$ cat config.mk
export PLATFORM = sky130hd
export DESIGN_NAME = lsu
export DESIGN_NICKNAME = d
export VERILOG_FILES = /design/src/rtl/lsu_pkg.sv /design/src/rtl/lsu_fault_chk.sv /design/src/rtl/lsu.sv
export SDC_FILE = /design/constraint.sdc
export NUM_CORES = 1
export LEC_CHECK = 0
export ABC_AREA = 1
export ABC_CLOCK_PERIOD_IN_PS = 2050
export BUFFER_PORTS_ARGS = -buffer_cell sky130_fd_sc_hd__buf_4
export CORE_AREA = 2 2 96 98
export CTS_CLUSTER_DIAMETER = 150
export CTS_CLUSTER_SIZE = 28
export DETAILED_ROUTE_END_ITERATION = 6
export DIE_AREA = 0 0 98 100
export HOLD_SLACK_MARGIN = 0.03
export PLACE_DENSITY = 0.88
export SYNTH_ARGS = -nofsm -noshare
export SYNTH_HDL_FRONTEND = slang
export SYNTH_SLANG_ARGS = --single-unit
$ cat constraint.sdc
create_clock -name clk -period 2.05 [get_ports clk]
set_clock_uncertainty 0.15 [all_clocks]
set_input_delay 0.1025 -clock clk [delete_from_list [all_inputs] [get_ports clk]]
set_output_delay 0.1025 -clock clk [all_outputs]
set_load 0.005 [all_outputs]
$ cat src/rtl/lsu_pkg.sv
// Shared constants and types for the load/store unit: access widths,
// fault codes and the request-tracking FSM states.
package lsu_pkg;

    localparam logic [2:0] F3_B  = 3'b000;
    localparam logic [2:0] F3_H  = 3'b001;
    localparam logic [2:0] F3_W  = 3'b010;
    localparam logic [2:0] F3_BU = 3'b100;
    localparam logic [2:0] F3_HU = 3'b101;

    typedef enum logic [1:0] {
        FLT_NONE     = 2'b00,
        FLT_MISALIGN = 2'b01,
        FLT_RANGE    = 2'b10,
        FLT_ILLEGAL  = 2'b11
    } fault_e;

    typedef enum logic [1:0] {
        IDLE   = 2'd0,
        RDWAIT = 2'd1,
        RESP   = 2'd2
    } state_e;

endpackage

$ cat src/rtl/lsu_fault_chk.sv
// Combinational fault classifier for one memory request. Priority is
// illegal funct3, then misalignment, then address beyond the ram.
module lsu_fault_chk
    import lsu_pkg::*;
#(
    parameter int ADDR_WIDTH = 11
) (
    input  logic        store_i,
    input  logic [2:0]  funct3_i,
    input  logic [31:0] addr_i,
    output fault_e      fault_o
);

    logic illegal;
    logic misalign;
    logic out_of_range;

    // Stores have no unsigned variants, so BU/HU encodings are illegal for them.
    assign illegal = store_i ? !(funct3_i inside {F3_B, F3_H, F3_W})
                             : !(funct3_i inside {F3_B, F3_H, F3_W, F3_BU, F3_HU});

    assign out_of_range = (addr_i >> ADDR_WIDTH) != '0;

    always_comb begin
        // NOTE: every always_comb output gets a default first so no path infers a latch.
        misalign = 1'b0;
        fault_o  = FLT_NONE;
        case (funct3_i)
            F3_H, F3_HU: misalign = addr_i[0];
            F3_W:        misalign = |addr_i[1:0];
            default:     misalign = 1'b0;
        endcase
        if (illegal)           fault_o = FLT_ILLEGAL;
        else if (misalign)     fault_o = FLT_MISALIGN;
        else if (out_of_range) fault_o = FLT_RANGE;
    end

endmodule

$ cat src/rtl/lsu.sv
// Load/store unit: accepts one MEM-stage request at a time, screens it for
// faults, drives the byte-addressed ram and returns a registered completion.
module lsu
    import lsu_pkg::*;
#(
    parameter int ADDR_WIDTH = 11
) (
    input  logic        clk,
    input  logic        rst,
    input  logic        req_valid,
    output logic        req_ready,
    input  logic        req_store,
    input  logic [2:0]  req_funct3,
    input  logic [31:0] req_addr,
    input  logic [31:0] req_wdata,
    input  logic [4:0]  req_rd,
    output logic        resp_valid,
    input  logic        resp_ready,
    output logic [31:0] resp_data,
    output logic [4:0]  resp_rd,
    output logic [1:0]  resp_fault,
    output logic [31:0] resp_badaddr,
    output logic        ram_load,
    output logic        ram_store,
    output logic [2:0]  ram_access,
    output logic [31:0] ram_addr,
    output logic [31:0] ram_wdata,
    input  logic [31:0] ram_rdata
);

    state_e      state_q;
    fault_e      fault;
    logic        accept;
    logic        clean;
    logic        resp_valid_q;
    logic [31:0] resp_data_q;
    logic [4:0]  resp_rd_q;
    logic [1:0]  resp_fault_q;
    logic [31:0] resp_badaddr_q;

    lsu_fault_chk #(.ADDR_WIDTH(ADDR_WIDTH)) u_fault_chk (
        .store_i  (req_store),
        .funct3_i (req_funct3),
        .addr_i   (req_addr),
        .fault_o  (fault)
    );

    assign req_ready = (state_q == IDLE) && !rst;
    assign accept    = req_valid && req_ready;
    assign clean     = accept && (fault == FLT_NONE);

    // The ram sees the request only in its accept cycle and only when it is legal.
    assign ram_load   = clean && !req_store;
    assign ram_store  = clean && req_store;
    assign ram_access = accept ? req_funct3 : '0;
    assign ram_addr   = accept ? req_addr   : '0;
    assign ram_wdata  = accept ? req_wdata  : '0;

    assign resp_valid   = resp_valid_q;
    assign resp_data    = resp_data_q;
    assign resp_rd      = resp_rd_q;
    assign resp_fault   = resp_fault_q;
    assign resp_badaddr = resp_badaddr_q;

    always_ff @(posedge clk) begin
        // NOTE: sequential state uses non-blocking assignments so every register samples pre-edge values.
        if (rst) begin
            state_q        <= IDLE;
            resp_valid_q   <= 1'b0;
            resp_data_q    <= '0;
            resp_rd_q      <= '0;
            resp_fault_q   <= FLT_NONE;
            resp_badaddr_q <= '0;
        end else begin
            case (state_q)
                IDLE: begin
                    if (accept) begin
                        resp_rd_q      <= req_rd;
                        resp_fault_q   <= fault;
                        resp_badaddr_q <= (fault != FLT_NONE) ? req_addr : '0;
                        resp_data_q    <= '0;
                        if (clean && !req_store) begin
                            state_q <= RDWAIT;
                        end else begin
                            state_q      <= RESP;
                            resp_valid_q <= 1'b1;
                        end
                    end
                end
                RDWAIT: begin
                    // The ram returns load data exactly one cycle after ram_load.
                    resp_data_q  <= ram_rdata;
                    resp_valid_q <= 1'b1;
                    state_q      <= RESP;
                end
                RESP: begin
                    if (resp_ready) begin
                        resp_valid_q <= 1'b0;
                        state_q      <= IDLE;
                    end
                end
                default: begin
                    resp_valid_q <= 1'b0;
                    state_q      <= IDLE;
                end
            endcase
        end
    end

endmodule

==> results of run 1 <==
[cell families after synthesis]
logic type	count (synthesis)	synth area share [%]
buf+inv	115	14.17
flops	74	43.24
compound gates	73	10.77
simple gates	233	31.81
[repair_timing]
action,CTS,global route
hold buffers,76,0
buffers inserted,0,4
endpoints found under the setup margin,0,70
endpoints found under the hold margin,71,0
gates resized for setup,0,9
[metrics by stage]
| stage | instance area, um^2 | std cells | total power, mW |
|---|---|---|---|
| global placement | 5355 | 831 | 2.225 |
| CTS | 6285 | 922 | 3.361 |
| finish | 6342 | 926 | 3.359 |
| floorplan | 3426 | 495 | 1.847 |
| detailed placement | 5355 | 831 | 2.242 |
| global route | 6342 | 926 | 3.511 |
[worst paths after layout]
path              slack (ps)             start               end
setup / recovery          90               rst     ram_wdata[13]
hold / removal            50       req_addr[0]   resp_badaddr[0]
setup reg to reg         190        state_q[1]        resp_rd[4]
hold reg to reg          310  resp_badaddr[19]  resp_badaddr[19]
[registers in the layout, summed over array words and instances, names as in the netlist]
name and flops:
resp_badaddr 32, resp_data 32, resp_rd 5, resp_fault 2, state_q 2, resp_valid 1
[synth_stat cells (2+ instances only)]
cell       n  area, um^2
nand2_1   95       356.6
inv_1     78       292.8
dfxtp_1   74        1481
nand3_1   67       335.3
a21oi_1   66       330.3
nor2_1    51       191.4
buf_2     14       70.07
clkbuf_1  13       48.80
nor2_4    12       135.1
o21ai_0    6       30.03
buf_1      3       11.26
buf_6      3       33.78
nor2_2     3       18.77
inv_2      2       7.510
[per-layer routing]
layer	routed length, um	vias up	track usage, %
li1	-	2161	-
met5	0	-	0
met3	994	82	6.685
met4	826	0	15.81
met1	4636	2086	26.06
met2	7143	269	48.68
[worst max-delay path, cell delays in order]
cell	delay [ps]
buf_4	110
dlygate4sd3_1	560
inv_2	120
nand2_4	80
nor2_8	150
inv_8	110
buf_12	190
nor2_1	130
buf_4	130
[layout make-up]
cell class	instances	area [um^2]
Sequential cell	74	1481
Clock buffer	10	137.6
Fill cell	645	2547
Clock inverter	5	31.28
Timing Repair Buffer	339	2768
Tap cell	111	138.9
Multi-Input combinational cell	306	1474
Inverter	81	311.5
[power groups by stage]
stage	Clock (mW)	Sequential [mW]	Combinational [mW]
after floorplan	0	1.55	0.293
after global placement	0	1.55	0.676
after detailed placement	0	1.55	0.692
after CTS	1.03	1.52	0.816
after global routing	1.07	1.52	0.913
final	0.995	1.52	0.846
==> run metrics, run 1 <==
Ant. Diodes 0; status finished clean; Area growth syn-to-layout 85.14%; vias in the first global route 4,358; count of cell types in the netlist 22; most common cell after layout, fill and taps aside buf_4; P_int ~2.4 mW; row count 35; NetSw 0.9429 mW; Die Wd roughly 98 um; most frequent cells in the layout buf_4, nand2_1, inv_1; Clock power frac 29.6%; Slew HR 52.00%; Post-Syn Instances a little under 500; clk_lat worst skew 340 ps; pre-CTS setup slack 357.4 ps; Worst-path clk slew about 70 ps; Synth warnings 0; Routed wire per std cell 14.69 um; GRT overflow 0; Gate power share 25.2%; H-tree levels 3; CP Max Fanout 43; R2R depth 6; final slew viol count 0; startpoint types primary input; I/O Pins 251; Hold Crit Class primary input to register; root buf cell clkbuf_8; DRT antenna net count 0; Final Hold Slack 50.43 ps; Crit path required time 1800 ps; total core area 8890 um^2; share of cells above drive strength 1 between 30% and 40%; number of flops mapped to enable cells by yosys 0; syn_nets 604; Syn Area/Cell 6.921 um^2; global-route wire length before repair a little over 20,000 um; Initial DRT Pass Iterations 5; # port buffers between 200 and 300; DRC Markers 0; setup TNS 0 ps; power density over the cells 529.7 nW/um^2; Layout Utilization 71.34%; initial antenna violation count 0; worst vdd ir 410.3 uV; routability cong. 0.9281; CTS Sinks 74; largest net degree at the start of global routing approximately 70; DPL Wire Length 8597 um; main flop type after synthesis dfxtp_1; CTS tree yes; Vias/cell 4.965; DRT iter0 DRCs 215; Crit. End Element output port; fmax approximately 0.51 GHz; CTS buffer count 9; P_leak 3.269 nW; die area 9800 um^2; Final WS setup 85.76 ps; Setup Viol. Count Final 0; Routed WL 13,600 um; post-synthesis sequential area ratio 43.24%; synthesized flop and latch total 74; hold path depth 5; Sw Ratio between 20% and 30%; Clock Tree Buf Depth 2; Slew @ Worst Pin 720.1 ps; synthesized cell area around 3400 um^2; period utilisation layout 95.82%; Die Y-Extent about 100 um; Final min period a little under 2000 ps; Nets 920; Hold Violations, Final 0; maxcap violations 0; starting density of the core 38.54%; asr flop ratio synth 0%; Setup Crit Path Kind primary input to output port; Overall Global Routing Usage 26.13%; CP arrival 1710 ps; Reg power frac 45.2%; Vias 4,598
Note: power is estimated with default switching activity, not from simulation.
==> run 2: changes to the inputs <==
--- a/config.mk
+++ b/config.mk
@@ -5,16 +5,15 @@
 export SDC_FILE = /design/constraint.sdc
 export NUM_CORES = 1
 export LEC_CHECK = 0
-export ABC_AREA = 1
 export ABC_CLOCK_PERIOD_IN_PS = 2050
 export BUFFER_PORTS_ARGS = -buffer_cell sky130_fd_sc_hd__buf_4
-export CORE_AREA = 2 2 96 98
+export CORE_AREA = 2 2 98 100
 export CTS_CLUSTER_DIAMETER = 150
 export CTS_CLUSTER_SIZE = 28
 export DETAILED_ROUTE_END_ITERATION = 6
-export DIE_AREA = 0 0 98 100
+export DIE_AREA = 0 0 100 102
 export HOLD_SLACK_MARGIN = 0.03
-export PLACE_DENSITY = 0.88
+export PLACE_DENSITY = 0.81
 export SYNTH_ARGS = -nofsm -noshare
 export SYNTH_HDL_FRONTEND = slang
 export SYNTH_SLANG_ARGS = --single-unit
==> run 2 against run 1 <==
Effect of this change: synthesized cell count is 22% lower; worst setup slack worse by 26 ps; worst hold slack better by 6.3 ps; register-to-register slack better by 170 ps.
==> run metrics, run 2 <==
asr flop ratio synth 0% (unchanged); fmax 0.5023 GHz (-1.3%); Vias/cell 4.876 (-1.8%); Die Y-Extent 102 um (+2.0%); starting density of the core 33.74% (-4.8 points); top cell types by occurrence after synthesis nand2_1, dfxtp_1, and2_1; routability cong. 0.8858 (-4.6%); Syn Area/Cell 7.961 um^2 (+15%); DRT iter0 DRCs 147 (-32%); Final min period 1991 ps (+26.45 ps); Routed wire per std cell 16.30 um (+11%); largest net degree at the start of global routing 49 (-28%); Slew HR 49.21% (-2.8 points); CP delay by family, top simple AND/OR/NAND/NOR gates; Hold Crit Class primary input to register; startpoint types register; RSZ-0062 raised after global routing true; Slew @ Worst Pin 760.2 ps (+40.12 ps); H-tree levels 3 (unchanged); most frequent cells in the layout buf_4, nand2_1, dfxtp_1; CTS tree yes; top cell type's share of synthesized area 48.21% (+5.0 points); syn_nets 495 (-18%); CP arrival 1740 ps (+30 ps); vias in the first global route 3,859 (-11%); dpl cells 728 (-12%); Area contributors post-synth dfxtp_1, nand2_1, and2_1; Area growth syn-to-layout 97.80%; global-route wire length before repair 19,100 um (-7.7%); Vias 3,984 (-13%); cell mode on critical path buf_4; CTS Sinks 74 (unchanged); die area 10,200 um^2 (+4.1%); crit path cell chain nor4b_4 > buf_4 > buf_12 > and2_1 > buf_4; synthesized cell area 3073 um^2 (-10%); Post-Syn Instances 386 (-22%); post-synthesis sequential area ratio 48.21% (+5.0 points); row count 35 (unchanged); worst reg2reg startpoint state_q[1]; Crit. End Element output port; worst vdd ir 351.2 uV (-14%); CP startpoint state_q[0]; Crit path required time 1800 ps (about the same); worst path bufs/invs 3 (-3); hold wc startpoint req_funct3[1]; total core area 9109 um^2 (+2.5%); most common cell after layout, fill and taps aside buf_4; synthesized flop and latch total 74 (unchanged); share of cells above drive strength 1 40.65% (+3.2 points); Synth warnings 0 (unchanged); area leader, netlist dfxtp_1; Die Wd 100 um (+2.0%); most common cell in the netlist nand2_1; Nets 811 (-12%); status finished clean; final slew viol count 0 (unchanged); period utilisation layout 97.11% (+1.3 points); Overall Global Routing Usage 23.79% (-2.3 points); CP Max Fanout 32 (-26%); number of flops mapped to enable cells by yosys 0 (unchanged); Worst path max stage delay 360 ps (-200 ps); DPL Wire Length 8760 um (+1.9%); Setup Crit Path Kind register to output port; Worst-path clk slew 70 ps (about the same); CTS buffer count 9 (unchanged); Clock Tree Buf Depth 2 (unchanged); CP max stage cell dfxtp_2; DRT antenna net count 0 (unchanged); main flop type after synthesis dfxtp_1; maxcap violations 0 (unchanged); initial antenna violation count 0 (unchanged); power density over the cells 578.9 nW/um^2 (+9.3%); count of cell types in the netlist 30 (+36%); root buf cell clkbuf_8; P_leak 3.009 nW (-8.0%); clk_lat worst skew 320 ps (-20 ps); Ant. Diodes 0 (unchanged); setup TNS 0 ps (unchanged); Hold Violations, Final 0 (unchanged); Setup Viol. Count Final 0 (unchanged); final non-filler cell total 817 (-12%); Initial DRT Pass Iterations 5 (unchanged); DRC Markers 0 (unchanged); Routed WL 13,320 um (-2.1%); # port buffers 250 (unchanged); GRT overflow 0 (unchanged); I/O Pins 251 (unchanged)
[run 2: cell types whose count changed after synthesis, sizes merged, moves of 2 or more]
| cell | previous run | this run |
|---|---|---|
| and2 | 0 | 46 |
| nor4 | 0 | 2 |
| a21oi | 67 | 36 |
| inv | 81 | 23 |
| clkbuf | 13 | 23 |
| nand3 | 68 | 1 |
| nor4b | 0 | 3 |
| nor2 | 67 | 40 |
| nand2 | 96 | 80 |
| buf | 21 | 5 |
| a22oi | 0 | 32 |
| or4 | 0 | 3 |
[run 2: cell type report]
cell class                 instances  area (um^2)
fill                             700         3030
inverter                          23        86.33
multi-input combinational        261         1415
clock inverter                     5        103.9
clock buffer                      10        127.6
timing repair buffer             333         2724
sequential                        74         1483
tap                              111        138.9
[run 2: timing repair]
item | 4_1_cts | 5_1_grt
gates cloned | 0 | 1
pin swaps | 1 | 2
hold buffers | 71 | 0
endpoints found under the hold margin | 71 | 0
endpoints found under the setup margin | 64 | 41
resized for setup | 2 | 6
buffers inserted | 0 | 2
[run 2: worst paths after layout]
path                                        end  slack (ps)  cells past startpoint
worst min register to register  resp_badaddr[1]         310                      2
worst max register to register       state_q[0]         360                      4
worst min-delay path              resp_fault[1]          60                      5
worst max-delay path                ram_addr[8]          60                      5
[run 2: stage by stage]
| stage | hold slack, ps | setup slack, ps | util [%] | instance area (um^2) | power, mW |
|---|---|---|---|---|---|
| finish | 56.76 | 59.31 | 66.73 | 6078 | 3.519 |
| global route | 60.54 | -17.26 | 66.73 | 6078 | 3.667 |
| CTS | 33.94 | 5.126 | 66.04 | 6016 | 3.519 |
| detailed placement | 150.2 | -83.99 | 55.60 | 5065 | 2.088 |
| global placement | 149.3 | 74.12 | 55.60 | 5065 | 2.075 |
| floorplan | 29.24 | 370.5 | - | 3073 | 1.714 |
[run 2: power by group]
part	switching [mW]	total, mW	internal, mW	leakage (nW)
Clock	0.521	1.32	0.803	0.116
Combinational	0.274	0.689	0.415	2.29
Sequential	0.0255	1.51	1.48	0.602
[run 2: logic make-up after synthesis]
family,share of synthesized area (%)
AND/OR/NAND/NOR,28.58
AO/OA/AOI/OAI,16.82
flip-flops,48.21
buffers and inverters,6.392
[run 2: worst register-to-register path, cell delays in order (launching register included)]
cell and delay [ps]:
dfxtp_1 390, nor3_1 300, nand2_1 200, buf_4 220
nor4b_1 310
[run 2: routing by layer]
| metal | wire [um] | global-route usage [%] |
|---|---|---|
| met1 | 5166 | 26.77 |
| met2 | 6746 | 42.93 |
| met3 | 887 | 5.267 |
| met4 | 518 | 11.28 |
| met5 | 0 | 0 |
==> run 3: changes to the inputs <==
--- a/config.mk
+++ b/config.mk
@@ -5,15 +5,15 @@
 export SDC_FILE = /design/constraint.sdc
 export NUM_CORES = 1
 export LEC_CHECK = 0
-export ABC_CLOCK_PERIOD_IN_PS = 2050
+export ABC_CLOCK_PERIOD_IN_PS = 2350
 export BUFFER_PORTS_ARGS = -buffer_cell sky130_fd_sc_hd__buf_4
-export CORE_AREA = 2 2 98 100
+export CORE_AREA = 4 4 96 98
 export CTS_CLUSTER_DIAMETER = 150
 export CTS_CLUSTER_SIZE = 28
 export DETAILED_ROUTE_END_ITERATION = 6
 export DIE_AREA = 0 0 100 102
 export HOLD_SLACK_MARGIN = 0.03
-export PLACE_DENSITY = 0.81
+export PLACE_DENSITY = 0.86
 export SYNTH_ARGS = -nofsm -noshare
 export SYNTH_HDL_FRONTEND = slang
 export SYNTH_SLANG_ARGS = --single-unit
==> constraint.sdc (replaced) <==
create_clock -name clk -period 2.35 [get_ports clk]
set_clock_uncertainty 0.15 [all_clocks]
set_input_delay 0.1175 -clock clk [delete_from_list [all_inputs] [get_ports clk]]
set_output_delay 0.1175 -clock clk [all_outputs]
set_load 0.005 [all_outputs]
==> run 3 against run 2 <==
Effect of this change: final cell count down 1.5%; global-route usage rose by 0.94 points; clock power is essentially flat; combinational power fell by 16%; power shrank 9.3%.
==> run metrics, run 3 (synthesis gave the netlist of run 2 again) <==
Worst path max stage delay 410 ps (+50 ps); startpoint types register; initial antenna violation count 0 (unchanged); clk_lat worst skew 330 ps (about the same); Clock power frac 40.7% (+3.1 points); Worst-path clk slew 70 ps (about the same); Overall Global Routing Usage 24.73% (+0.94 points); DPL Wire Length 8758 um (about the same); P_int 2.477 mW (-8.2%); Crit path required time 2080 ps (+280 ps); DRT antenna net count 0 (unchanged); Die Y-Extent 102 um (unchanged); hold wc startpoint req_addr[7]; vias in the first global route 3,889 (+0.78%); Nets 801 (-1.2%); Vias/cell 4.831 (-0.93%); final slew viol count 0 (unchanged); Reg power frac 41.1% (-1.7 points); die area 10,200 um^2 (unchanged); FF/Latch Area 1481 um^2 (about the same); worst reg2reg startpoint state_q[1]; Ant. Diodes 0 (unchanged); Slew @ Worst Pin 739.9 ps (-20.25 ps); Gate power share 18.1% (-1.5 points); CTS Sinks 74 (unchanged); Routed WL 13,350 um (+0.21%); Sw Ratio 22.38% (-0.92 points); starting density of the core 36.30% (+2.6 points); crit path cell chain nor4b_4 > buf_8 > nand2_1 > inv_1 > buf_4; fillcell total 618 (-12%); status finished clean; DRT iter0 DRCs 121 (-18%); Hold Violations, Final 0 (unchanged); share of cells above drive strength 1 40.17% (-0.48 points); Initial DRT Pass Iterations 7 (+2); total core area 8466 um^2 (-7.1%); placed inst area 5019 um^2 (-0.91%); Final Hold Slack 48.69 ps (-8.068 ps); CP startpoint state_q[1]; Setup Crit Path Kind register to output port; P_leak 2.968 nW (-1.3%); largest net degree at the start of global routing 81 (+65%); period utilisation layout 94.92%; Routed wire per std cell 16.58 um (+1.7%); multi-input logic area 1421 um^2 (+0.44%); Hold Crit Class primary input to register; CP Max Fanout 80 (+150%); CP max stage cell nor4b_4; GRT overflow 0 (unchanged); worst vdd ir 368.0 uV (+4.8%); Crit. End Element output port; Final min period 2231 ps; NetSw 0.7143 mW (-13%); maxcap violations 0 (unchanged); row count 34 (-2.9%); Clock Tree Buf Depth 2 (unchanged); DRC Markers 0 (unchanged); Die Wd 100 um (unchanged); H-tree levels 3 (unchanged); CTS tree yes; # port buffers 250 (unchanged); most common cell after layout, fill and taps aside buf_4; I/O Pins 251 (unchanged); final instance area 5993 um^2 (-1.4%); power density over the cells 532.4 nW/um^2 (-8.0%); CTS buffer count 9 (unchanged); Vias 3,889 (-2.4%); Setup Viol. Count Final 0 (unchanged); root buf cell clkbuf_8; global-route wire length before repair 19,990 um (+4.7%); CP arrival 1960 ps (+220 ps); Layout Utilization 70.80% (+4.1 points); routability cong. 0.8904 (+0.52%); Area growth syn-to-layout 95.03%; Slew HR 50.54% (+1.3 points); fmax 0.4483 GHz; most frequent cells in the layout buf_4, nand2_1, dfxtp_1
-- run 3: path summary, 6_finish.rpt --
kind                      end  slack (ps)  depth (start not counted)
min           resp_badaddr[7]          50                          4
max reg2reg        resp_valid         500                          5
max              ram_addr[27]         120                          5
min reg2reg  resp_badaddr[18]         310                          2
-- run 3: worst max-delay path: cells and delay by family, from the launching register on --
family	cells	cell delay (ps)
simple gates	2	610
buf+inv	3	600
flops	1	380
-- run 3: timing repair --
| action | CTS | global route |
|---|---|---|
| endpoints found under the hold margin | 69 | 0 |
| hold buffers | 68 | 0 |
| endpoints found under the setup margin | 0 | 72 |
| setup buffers | 0 | 0 |
| resized for setup | 0 | 6 |
-- run 3: metrics by stage --
stage	cells	worst slack, ps	TNS (ps)	total power [mW]
after floorplan	386	655.5	0	1.495
after global placement	721	232.8	0	1.801
after detailed placement	721	138.3	0	1.812
after CTS	805	23.50	0	3.203
after global routing	805	-11.65	-11.65	3.322
final	805	119.3	0	3.191
-- run 3: final cells by class --
type                            count  share of cell area (%)
Timing Repair Buffer              323                   43.42
Sequential cell                    74                   24.72
Multi-Input combinational cell    261                   23.72
Clock buffer                       11                   2.359
Tap cell                          108                   2.255
Clock inverter                      5                   2.088
Inverter                           23                   1.441
-- run 3: routing by layer --
| layer | part of all wire (%) | track usage [%] | vias to the layer above |
|---|---|---|---|
| li1 | - | - | 1875 |
| met1 | 38 | 27.39 | 1808 |
| met2 | 51 | 44.28 | 168 |
| met3 | 7.4 | 7.850 | 38 |
| met4 | 3.1 | 9.637 | 0 |
| met5 | 0 | 0 | - |
-- run 3: power by group through the flow --
stage	clock network, mW	registers (mW)	logic (mW)
after floorplan	0	1.34	0.152
after global placement	0	1.34	0.461
after detailed placement	0	1.34	0.471
after CTS	1.33	1.31	0.562
after global routing	1.38	1.32	0.622
final	1.30	1.31	0.579
